File: config.mk
export PLATFORM = sky130hd
export DESIGN_NAME = seq_alu
export DESIGN_NICKNAME = d
export VERILOG_FILES = /design/src/rtl/seq_alu_pkg.sv /design/src/rtl/seq_alu_iter.sv /design/src/rtl/seq_alu.sv
export SDC_FILE = /design/constraint.sdc
export NUM_CORES = 1
export LEC_CHECK = 0
export ABC_AREA = 1
export BUFFER_PORTS_ARGS = -buffer_cell sky130_fd_sc_hd__buf_2
export CORE_MARGIN = 4
export CORE_UTILIZATION = 45
export DETAILED_ROUTE_END_ITERATION = 8
export GPL_TIMING_DRIVEN = 0
export PLACE_DENSITY_LB_ADDON = 0.2
export SLEW_MARGIN = 10
export SYNTH_ARGS = -nofsm -noshare
export SYNTH_HDL_FRONTEND = slang
export SYNTH_SLANG_ARGS = --single-unit
File: constraint.sdc
create_clock -name clk -period 10.48 [get_ports clk]
set_input_delay 1.048 -clock clk [delete_from_list [all_inputs] [get_ports clk]]
set_output_delay 1.048 -clock clk [all_outputs]
set_load 0.05 [all_outputs]
File: src/rtl/seq_alu_pkg.sv
// Shared opcodes, FSM state encoding and opcode classification for seq_alu.
package seq_alu_pkg;

    localparam logic [3:0] OP_ADDU        = 4'd0;
    localparam logic [3:0] OP_ADDS        = 4'd1;
    localparam logic [3:0] OP_SUBU        = 4'd2;
    localparam logic [3:0] OP_SUBS        = 4'd3;
    localparam logic [3:0] OP_AND         = 4'd4;
    localparam logic [3:0] OP_OR          = 4'd5;
    localparam logic [3:0] OP_XOR         = 4'd6;
    localparam logic [3:0] OP_SRA1        = 4'd7;
    localparam logic [3:0] OP_SLL         = 4'd8;
    localparam logic [3:0] OP_SRL         = 4'd9;
    localparam logic [3:0] OP_SRA         = 4'd10;
    localparam logic [3:0] OP_MULU        = 4'd11;
    localparam logic [3:0] OP_ILLEGAL_MIN = 4'd12;

    typedef enum logic [1:0] {
        IDLE = 2'd0,
        ITER = 2'd1,
        DONE = 2'd2
    } state_t;

    // Shifts and multiply run one step per cycle in seq_alu_iter.
    function automatic logic is_iterative(input logic [3:0] op);
        return (op >= OP_SLL) && (op <= OP_MULU);
    endfunction

endpackage

File: src/rtl/seq_alu_iter.sv
// Iterative datapath: variable shifts (one bit per cycle) and shift-add multiply.
// The top pulses start on accept; last is high during the final step, and
// res_next/hi_nz_next then carry the finished values for the top to register.
module seq_alu_iter
    import seq_alu_pkg::*;
#(
    parameter int NUMBITS = 16
) (
    input  logic               clk,
    input  logic               reset,
    input  logic               start,
    input  logic [3:0]         op,
    input  logic [NUMBITS-1:0] a,
    input  logic [NUMBITS-1:0] b,
    output logic               last,
    output logic [NUMBITS-1:0] res_next,
    output logic               hi_nz_next
);

    localparam int SHW = $clog2(NUMBITS);
    localparam int CW  = $clog2(NUMBITS + 1);

    logic [CW-1:0]        cnt;
    logic [3:0]           op_q;
    logic [2*NUMBITS-1:0] sreg, sreg_n;
    logic [2*NUMBITS-1:0] acc, acc_n;
    logic [NUMBITS-1:0]   mpl, mpl_n;

    // One step of the selected operation; shifts only use the low half of sreg.
    always_comb begin
        sreg_n = sreg;
        acc_n  = acc;
        mpl_n  = mpl >> 1;
        case (op_q)
            OP_SLL:  sreg_n = {{NUMBITS{1'b0}}, sreg[NUMBITS-2:0], 1'b0};
            OP_SRL:  sreg_n = {{NUMBITS{1'b0}}, 1'b0, sreg[NUMBITS-1:1]};
            OP_SRA:  sreg_n = {{NUMBITS{1'b0}}, sreg[NUMBITS-1], sreg[NUMBITS-1:1]};
            OP_MULU: begin
                acc_n  = mpl[0] ? (acc + sreg) : acc;
                sreg_n = sreg << 1;
            end
            default: ;
        endcase
    end

    assign last       = (cnt == CW'(1));
    assign res_next   = (op_q == OP_MULU) ? acc_n[NUMBITS-1:0] : sreg_n[NUMBITS-1:0];
    assign hi_nz_next = (op_q == OP_MULU) && (|acc_n[2*NUMBITS-1:NUMBITS]);

    // Load operands on start, then step once per cycle until the counter empties.
    always_ff @(posedge clk or posedge reset) begin
        if (reset) begin
            cnt  <= '0;
            op_q <= '0;
            sreg <= '0;
            acc  <= '0;
            mpl  <= '0;
        end else if (start) begin
            op_q <= op;
            sreg <= {{NUMBITS{1'b0}}, a};
            acc  <= '0;
            mpl  <= b;
            cnt  <= (op == OP_MULU) ? CW'(NUMBITS) : CW'(b[SHW-1:0]);
        end else if (cnt != '0) begin
            cnt  <= cnt - CW'(1);
            sreg <= sreg_n;
            acc  <= acc_n;
            mpl  <= mpl_n;
        end
    end

endmodule

File: src/rtl/seq_alu.sv
// Multi-cycle ALU with valid/ready on both sides and registered result/flags.
// Handshake: an operation transfers on a rising edge with in_valid && in_ready;
// a result transfers on a rising edge with out_valid && out_ready, and result and
// flags hold steady while out_valid && !out_ready. One operation in flight.
module seq_alu
    import seq_alu_pkg::*;
#(
    parameter int NUMBITS = 16
) (
    input  logic               clk,
    input  logic               reset,
    input  logic               in_valid,
    output logic               in_ready,
    input  logic [NUMBITS-1:0] A,
    input  logic [NUMBITS-1:0] B,
    input  logic [3:0]         opcode,
    output logic               out_valid,
    input  logic               out_ready,
    output logic [NUMBITS-1:0] result,
    output logic               carryout,
    output logic               overflow,
    output logic               zero,
    output logic               err,
    output logic               busy
);

    localparam int SHW = $clog2(NUMBITS);

    state_t             state;
    logic               accept, go_iter, iter_start;
    logic               iter_last, iter_hi_nz;
    logic [NUMBITS-1:0] iter_res;
    logic [NUMBITS:0]   sum, diff;
    logic [NUMBITS-1:0] sc_res;
    logic               sc_carry, sc_ovf, sc_err;

    assign in_ready   = (state == IDLE) || (state == DONE && out_ready);
    assign accept     = in_valid && in_ready;
    // A shift by zero has nothing to iterate and completes like a single-cycle op.
    assign go_iter    = is_iterative(opcode) && ((opcode == OP_MULU) || (B[SHW-1:0] != '0));
    assign iter_start = accept && go_iter;

    assign sum  = {1'b0, A} + {1'b0, B};
    assign diff = {1'b0, A} - {1'b0, B};

    // Single-cycle result and flags, computed straight from the presented operands.
    always_comb begin
        sc_res   = '0;
        sc_carry = 1'b0;
        sc_ovf   = 1'b0;
        sc_err   = 1'b0;
        case (opcode)
            OP_ADDU: begin
                sc_res   = sum[NUMBITS-1:0];
                sc_carry = sum[NUMBITS];
            end
            OP_ADDS: begin
                sc_res = sum[NUMBITS-1:0];
                sc_ovf = (A[NUMBITS-1] == B[NUMBITS-1]) && (sum[NUMBITS-1] != A[NUMBITS-1]);
            end
            OP_SUBU: begin
                sc_res   = diff[NUMBITS-1:0];
                sc_carry = diff[NUMBITS];
            end
            OP_SUBS: begin
                sc_res = diff[NUMBITS-1:0];
                sc_ovf = (A[NUMBITS-1] != B[NUMBITS-1]) && (diff[NUMBITS-1] != A[NUMBITS-1]);
            end
            OP_AND:  sc_res = A & B;
            OP_OR:   sc_res = A | B;
            OP_XOR:  sc_res = A ^ B;
            OP_SRA1: sc_res = {A[NUMBITS-1], A[NUMBITS-1:1]};
            OP_SLL, OP_SRL, OP_SRA: sc_res = A;
            OP_MULU: sc_res = '0;
            default: begin
                sc_res = '1;
                sc_err = (opcode >= OP_ILLEGAL_MIN);
            end
        endcase
    end

    seq_alu_iter #(.NUMBITS(NUMBITS)) u_iter (
        .clk        (clk),
        .reset      (reset),
        .start      (iter_start),
        .op         (opcode),
        .a          (A),
        .b          (B),
        .last       (iter_last),
        .res_next   (iter_res),
        .hi_nz_next (iter_hi_nz)
    );

    // Control FSM with registered out_valid/busy and the result/flag registers.
    always_ff @(posedge clk or posedge reset) begin
        if (reset) begin
            state     <= IDLE;
            out_valid <= 1'b0;
            busy      <= 1'b0;
            result    <= '0;
            carryout  <= 1'b0;
            overflow  <= 1'b0;
            zero      <= 1'b0;
            err       <= 1'b0;
        end else begin
            case (state)
                IDLE, DONE: begin
                    if (state == DONE && out_ready) begin
                        state     <= IDLE;
                        out_valid <= 1'b0;
                    end
                    if (accept) begin
                        if (go_iter) begin
                            state     <= ITER;
                            busy      <= 1'b1;
                            out_valid <= 1'b0;
                        end else begin
                            state     <= DONE;
                            out_valid <= 1'b1;
                            result    <= sc_res;
                            carryout  <= sc_carry;
                            overflow  <= sc_ovf;
                            zero      <= (sc_res == '0);
                            err       <= sc_err;
                        end
                    end
                end
                ITER: begin
                    if (iter_last) begin
                        state     <= DONE;
                        busy      <= 1'b0;
                        out_valid <= 1'b1;
                        result    <= iter_res;
                        carryout  <= iter_hi_nz;
                        overflow  <= 1'b0;
                        zero      <= (iter_res == '0);
                        err       <= 1'b0;
                    end
                end
                default: begin
                    state     <= IDLE;
                    out_valid <= 1'b0;
                    busy      <= 1'b0;
                end
            endcase
        end
    end

endmodule

Yosys cells after proc, flatten, opt, wreduce, memory -nomap -nowiden. Index checks and enable logic that the tools add are counted.

Register bits: 113. Bits of input ports: 40. Output and inout bits: 23. Word-level logic and storage cells: 129.

Add/subtract/negate cells: 4. Order comparisons: 3. Equality and inequality tests: 27. Muxes and demuxes: 49. Bitwise logic cells: 3. Reductions and logical operators: 29.

Operator list (number): $mux 32 (6); $pmux 16 s8 (1); $pmux 32 s4 (1); $mux 16 (6); $add 32x32->32 (1); $eq 4x4->1 const B (8); $logic_not 16->1 (2); $pmux 16 s2 (1); $mux 1 (18); $add 16x16->17 (1); $sub 16x16->17 (1); $and 16x16->16 (1); $eq 4x3->1 const B (4); $or 16x16->16 (1); $pmux 1 s2 (8); $reduce_or 16->1 (1); $xor 16x16->16 (1); $mux 5 (3); $reduce_or 12->1 (1); $reduce_bool 5->1 (2); $eq 4x2->1 const B (2); $ge 4x4->1 const B (2); $logic_and 1x1->1 (8); $mux 2 (4); other kinds (21) (31).

Depth between registers and ports, before layout.
Depth after elaboration: 7. Gate-level depth with buffers: 21. Depth with buffers taken out: 20.

By module. A second synthesis with hierarchy kept.

Cell total of the unflattened synthesis: 1838. Area total of the unflattened synthesis: 11210.8 µm².

Modules (own cells, without submodules): seq_alu_iter (instances 1, cells each 1057, area each 6892.9 µm², sequential area each 2227.1 µm²); seq_alu (instances 1, cells each 781, area each 4317.9 µm², sequential area each 575.6 µm²).

Worst setup path before layout. No wires, ideal clock.

Kind: input -> register. Start point: in out_ready. End point: reg u_iter.acc[11]. Setup time: 0.133 ns. Arrival: 2.911 ns. Required time: 10.347 ns. Slack: 7.437 ns. Cell stages on the path: 9. Buffers on the path: 2. Path through: nor2_1 -> nor2_1 -> nand2_1 -> nor2_2 -> inv_2 -> nand2_1 -> buf_2 -> buf_2 -> o22ai_1.

Word-level cells in the longest chain between the ends: 5. Elaborated cells on any way between the ends: 6. Classes of those cells: mux (1); reduce/logical (5).

RTL lines: start, declared (line seq_alu.sv:18) `input logic out_ready,`; $logic_and 1x1->1 (*) (line seq_alu.sv:37) `assign in_ready = (state == IDLE) || (state == DONE && out_ready);`; $logic_or 1x1->1 (*) (line seq_alu.sv:37); via in_ready (line seq_alu.sv:13) `output logic in_ready,`; $logic_and 1x1->1 (*) (line seq_alu.sv:38) `assign accept = in_valid && in_ready;`; $logic_and 1x1->1 (*) (line seq_alu.sv:41) `assign iter_start = accept && go_iter;`; $mux 32 / $reduce_bool 2->1 (equally long branches); end signal, assigned (line seq_alu_iter.sv:67) `acc <= acc_n;`; end, declared (line seq_alu_iter.sv:26) `logic [2*NUMBITS-1:0] acc, acc_n;`.

The timed path passes the listed nets; every way through them passes the cells marked *. A chain may end at the register's enable or synchronous reset.

Worst setup path after layout.
Start point: in B[0]. End point: reg zero.

Word-level cells in the longest chain between the ends: 6. Elaborated cells on any way between the ends: 15. Classes of those cells: add/sub (2); eq/ne (1); mux (4); bitwise (3); reduce/logical (5).

RTL lines: start, declared (line seq_alu.sv:15) `input logic [NUMBITS-1:0] B,`; $sub 16x16->17, or another cell as far along (line seq_alu.sv:44) `assign diff = {1'b0, A} - {1'b0, B};`; $pmux 16 s8 (line seq_alu.sv:52) `case (opcode)`; $logic_not 16->1 (line seq_alu.sv:123) `zero <= (sc_res == '0);`; $mux 1 (line seq_alu.sv:113) `if (go_iter) begin`; $mux 1 (line seq_alu.sv:112) `if (accept) begin`; $pmux 1 s2 (line seq_alu.sv:106) `case (state)`; end signal, assigned (line seq_alu.sv:123); end signal, assigned (line seq_alu.sv:136) `zero <= (iter_res == '0);`; end, declared (line seq_alu.sv:22) `output logic zero,`.

Parallel ways exist; a longest one is shown, timed or not. The select of a mux whose other input is x is not followed.

==> results by stage <==
Timing:
- The maximum clock rate is 294 MHz.
- The final total negative setup slack is 0 ns.
- The number of endpoints with negative hold slack in the final report was 0.
- The final critical-path required period is 3.40 ns.
- The clock skew is 0.0102 ns.
- The number of endpoints failing setup at the final stage is 0.
- The worst slew margin relative to its limit is 46.0%.
- The ratio of final minimum period to clock period is 32.4%.
- The slew at the pin closest to its max-slew limit is 0.810 ns.
- The total count of max-transition violations in the final report is 0.
- Setup repair after global routing left no endpoint under its margin.

Global route:
- The maximum number of pins on one net before global-route repair is 84.
- The global-route wire length before repair is 63.1 mm.
- The via count of the first global-routing pass is 11,300.
- The total routing usage reported by global routing is 30.3%.
- The overall overflow remaining after global route is 0.
- The number of antenna violations at the first check in global routing was 0.

Clock tree:
- The clock transition time at the flip-flop clock pins of the worst setup and hold paths is 0.09 ns.
- The H-tree generated during clock tree synthesis spans 3 levels.
- The cts-stage hold buffer count is 0.
- TritonCTS created 9 clock buffers.
- The longest clock path from root to sink contains 2 buffers.
- The number of setup buffers added after CTS is 0.
- Once the clock tree was built, the resizer swapped 0 gates to a different size.
- The number of sinks on the clock net is 112.
- The clock tree from TritonCTS is built.
- The later pin in the worst-skew pair is clocked with a latency of 0.37 ns.
- The tree is rooted in a clkbuf_16.

Final layout:
- The share of cells above drive strength 1 is 7.29%.
- The net count of the finished layout is 2,030.
- Compared with the post-synthesis result, the final layout area differs by 9.73%.
- The repair_antennas step left the layout with diodes totalling 0.
- The design area is 12,100 µm².

Worst setup path:
- STA classifies the critical path startpoint as an input pin.
- The element type at the critical path end is a register.
- The largest fanout of any net on the critical path is 4.
- The required time of the critical path is 10.79 ns.
- The type of the worst setup path is input pin to register.
- The endpoint arrival time on the critical path is 3.71 ns.

Logic synthesis:
- After synthesis the cells add up to 11,100 µm².
- Yosys printed 0 warnings.
- The number of register bits inferred by synthesis is 112.
- The cell count after synthesis is 1,828.
- The share of the yosys chip area belonging to registers is 25.3%.
- The average instance in the mapped netlist occupies 6.05 µm².
- The share of async-settable or async-resettable flops after synthesis is 100%.
- The number of distinct library cells after synthesis is 44.
- The main flop type after synthesis is dfrtp_1.
- Yosys mapped a number of flops with a built-in enable equal to 0.
- The synthesized net count is 1,956.

Routing:
- Once detail routing completed, the nets flagged for antenna violations numbered 0.
- For this block, the via count after detailed routing is 12,300.
- The first routing iteration left 1,339 violations.
- Before antenna repair, the detailed router went through 6 iterations.
- The wire length after detailed routing is 41.2 mm.
- In the routed design, unresolved DRC markers number 0.
- In the routed layout, each cell is associated on average with a via count of 5.50.
- After detailed routing, the average wire length per cell comes to 18.5 µm.

Placed design:
- During placement, the flow inserted port buffers numbering 62.
- After detailed placement, the total cell area comes to 11,800 µm².
- The HPWL after detailed placement is 33.8 mm.
- Routability-driven placement finished with a final weighted congestion of 0.964.

Floorplanning:
- The number of I/O pins is 63.
- The height of the die is 165 µm.
- The number of placement rows is 57.
- The floorplan core area is 24,200 µm².
- The floorplan step set the die width to 165 µm.
- For this configuration, the core starts out at a cell density of 45.6%.
- The die outline area is 27,200 µm².

Hold path:
- The kind of path behind the tightest hold check is register to register.

Power and ir drop:
- The final total power is 0.00318 W.
- Dividing total power by cell area gives a power density of 262 nW/µm².
- For this design the static power due to leakage is 6.70 nW.
- IR analysis of the VDD net gives a maximum drop of 0.0988 mV.

Job:
- The reported max-cap violation count is 0.

Run status:
- The flow ran to the end, and the final reports show no timing, DRC or antenna violations.
## power by group
part | internal, W | total, W | switching [W]
logic | 0.000616 | 0.00199 | 0.00137
clock network | 0.000197 | 0.000386 | 0.000189
registers | 0.000617 | 0.000802 | 0.000185
total | 0.00143 | 0.00318 | 0.00175
## through the flow
| stage | setup slack (ns) | cells | utilization (%) | hold WS (ns) |
|---|---|---|---|---|
| CTS | 7.14 | 2231 | 50.1 | 0.474 |
| floorplan | 6.47 | 1828 | - | 0.440 |
| global placement | 5.06 | 2214 | 48.6 | 0.457 |
| global route | 6.85 | 2231 | 50.1 | 0.486 |
| detailed placement | 6.76 | 2215 | 48.7 | 0.463 |
| finish | 7.08 | 2231 | 50.1 | 0.470 |
## routing by layer
metal | vias up | GRT usage (%) | wire, µm
li1 | 5999 | - | -
met1 | 5691 | 40.6 | 18000
met2 | 487 | 51.0 | 19200
met3 | 98 | 3.87 | 2550
met4 | 0 | 9.53 | 1480
met5 | - | 0 | 0
## logic make-up after synthesis
logic type               after synthesis  synth area share [%]
XOR/XNOR                               8                 0.633
buffers and inverters                371                  13.0
flip-flops                           112                  25.3
adder cells (fa/ha/maj)               88                  10.2
AND/OR/NAND/NOR                      990                  36.7
AO/OA/AOI/OAI                        259                  14.2
## sequential cells by signal, summed over array words and instances, names as in the netlist, 4 cells and up
signal       cells
u_iter.acc      32
u_iter.sreg     32
result          16
u_iter.mpl      16
u_iter.cnt       5
u_iter.op_q      4
## area by class of cell
type	instances	area, µm²
Multi-Input combinational cell	1345	6830
Buffer	53	243
Fill cell	2598	12100
Timing Repair Buffer	63	338
Sequential cell	112	2800
Inverter	318	1200
Clock inverter	7	103
Tap cell	324	405
Clock buffer	9	225
## worst max-delay path, cell delays in order
cell,delay (ns)
buf_2,0.14
ha_1,0.26
inv_1,0.11
fa_1,0.42
o21ai_1,0.25
nand2_1,0.14
nand2_1,0.12
nand2_1,0.05
nand3_1,0.07
nand2_1,0.06
nor2_1,0.32
nand4_1,0.22
nor2_1,0.15
nand4_1,0.13
nand2_1,0.09
nand2_1,0.05
nand2_1,0.06
## layout by cell type (no fill, tap or decap), drive strengths merged, types with 23 or more instances in the layout
cell type,count
o21ai,78
buf,94
nand3,140
a21oi,70
nor2,167
dfrtp,112
nand4,23
nor3,24
clkbuf,31
inv,323
nand2,625
ha,85
o221ai,39
o22ai,46
## synthesized netlist by cell type (2+ instances only)
| cell | count | area, µm² |
|---|---|---|
| nand2_1 | 623 | 2340 |
| inv_1 | 300 | 1130 |
| nor2_1 | 163 | 612 |
| nand3_1 | 138 | 691 |
| dfrtp_1 | 112 | 2800 |
| ha_1 | 85 | 1060 |
| a21oi_1 | 69 | 345 |
| o21ai_0 | 63 | 315 |
| o22ai_1 | 46 | 288 |
| o221ai_1 | 39 | 342 |
| nor3_1 | 24 | 120 |
| buf_2 | 23 | 115 |
| nand4_1 | 23 | 144 |
| clkbuf_1 | 22 | 82.6 |
| inv_2 | 18 | 67.6 |
| o21ai_1 | 15 | 75.1 |
| o211ai_1 | 6 | 45.0 |
| or2_2 | 5 | 31.3 |
| a22o_1 | 4 | 35.0 |
| buf_1 | 4 | 15.0 |
| buf_4 | 4 | 30.0 |
| o21bai_1 | 4 | 30.0 |
| xnor2_1 | 4 | 35.0 |
| xor2_1 | 4 | 35.0 |
| a31oi_1 | 3 | 18.8 |
| fa_1 | 3 | 60.1 |
| a21boi_1 | 2 | 15.0 |
| a22oi_1 | 2 | 15.0 |
| nand2_2 | 2 | 12.5 |
| nor2_2 | 2 | 12.5 |
| nor4_1 | 2 | 12.5 |
| or2_1 | 2 | 12.5 |
## final timing paths
kind | from | endpoint | slack (ns) | cells after the start
min in group asynchronous | reset | result[12]$_DFFE_PP0P_ | 0.64 | 2
max | B[0] | zero$_DFFE_PP0P_ | 7.08 | 17
max reg2reg | u_iter.sreg[0]$_DFFE_PP0P_ | carryout$_DFFE_PP0P_ | 7.38 | 16
min | state[0]$_DFFE_PP0P_ | busy$_DFFE_PP0P_ | 0.47 | 1
min reg2reg | state[0]$_DFFE_PP0P_ | busy$_DFFE_PP0P_ | 0.47 | 1
max in group asynchronous | reset | u_iter.acc[22]$_DFFE_PP0P_ | 9.10 | 3
No activity file was read; power rests on OpenSTA's default activity.
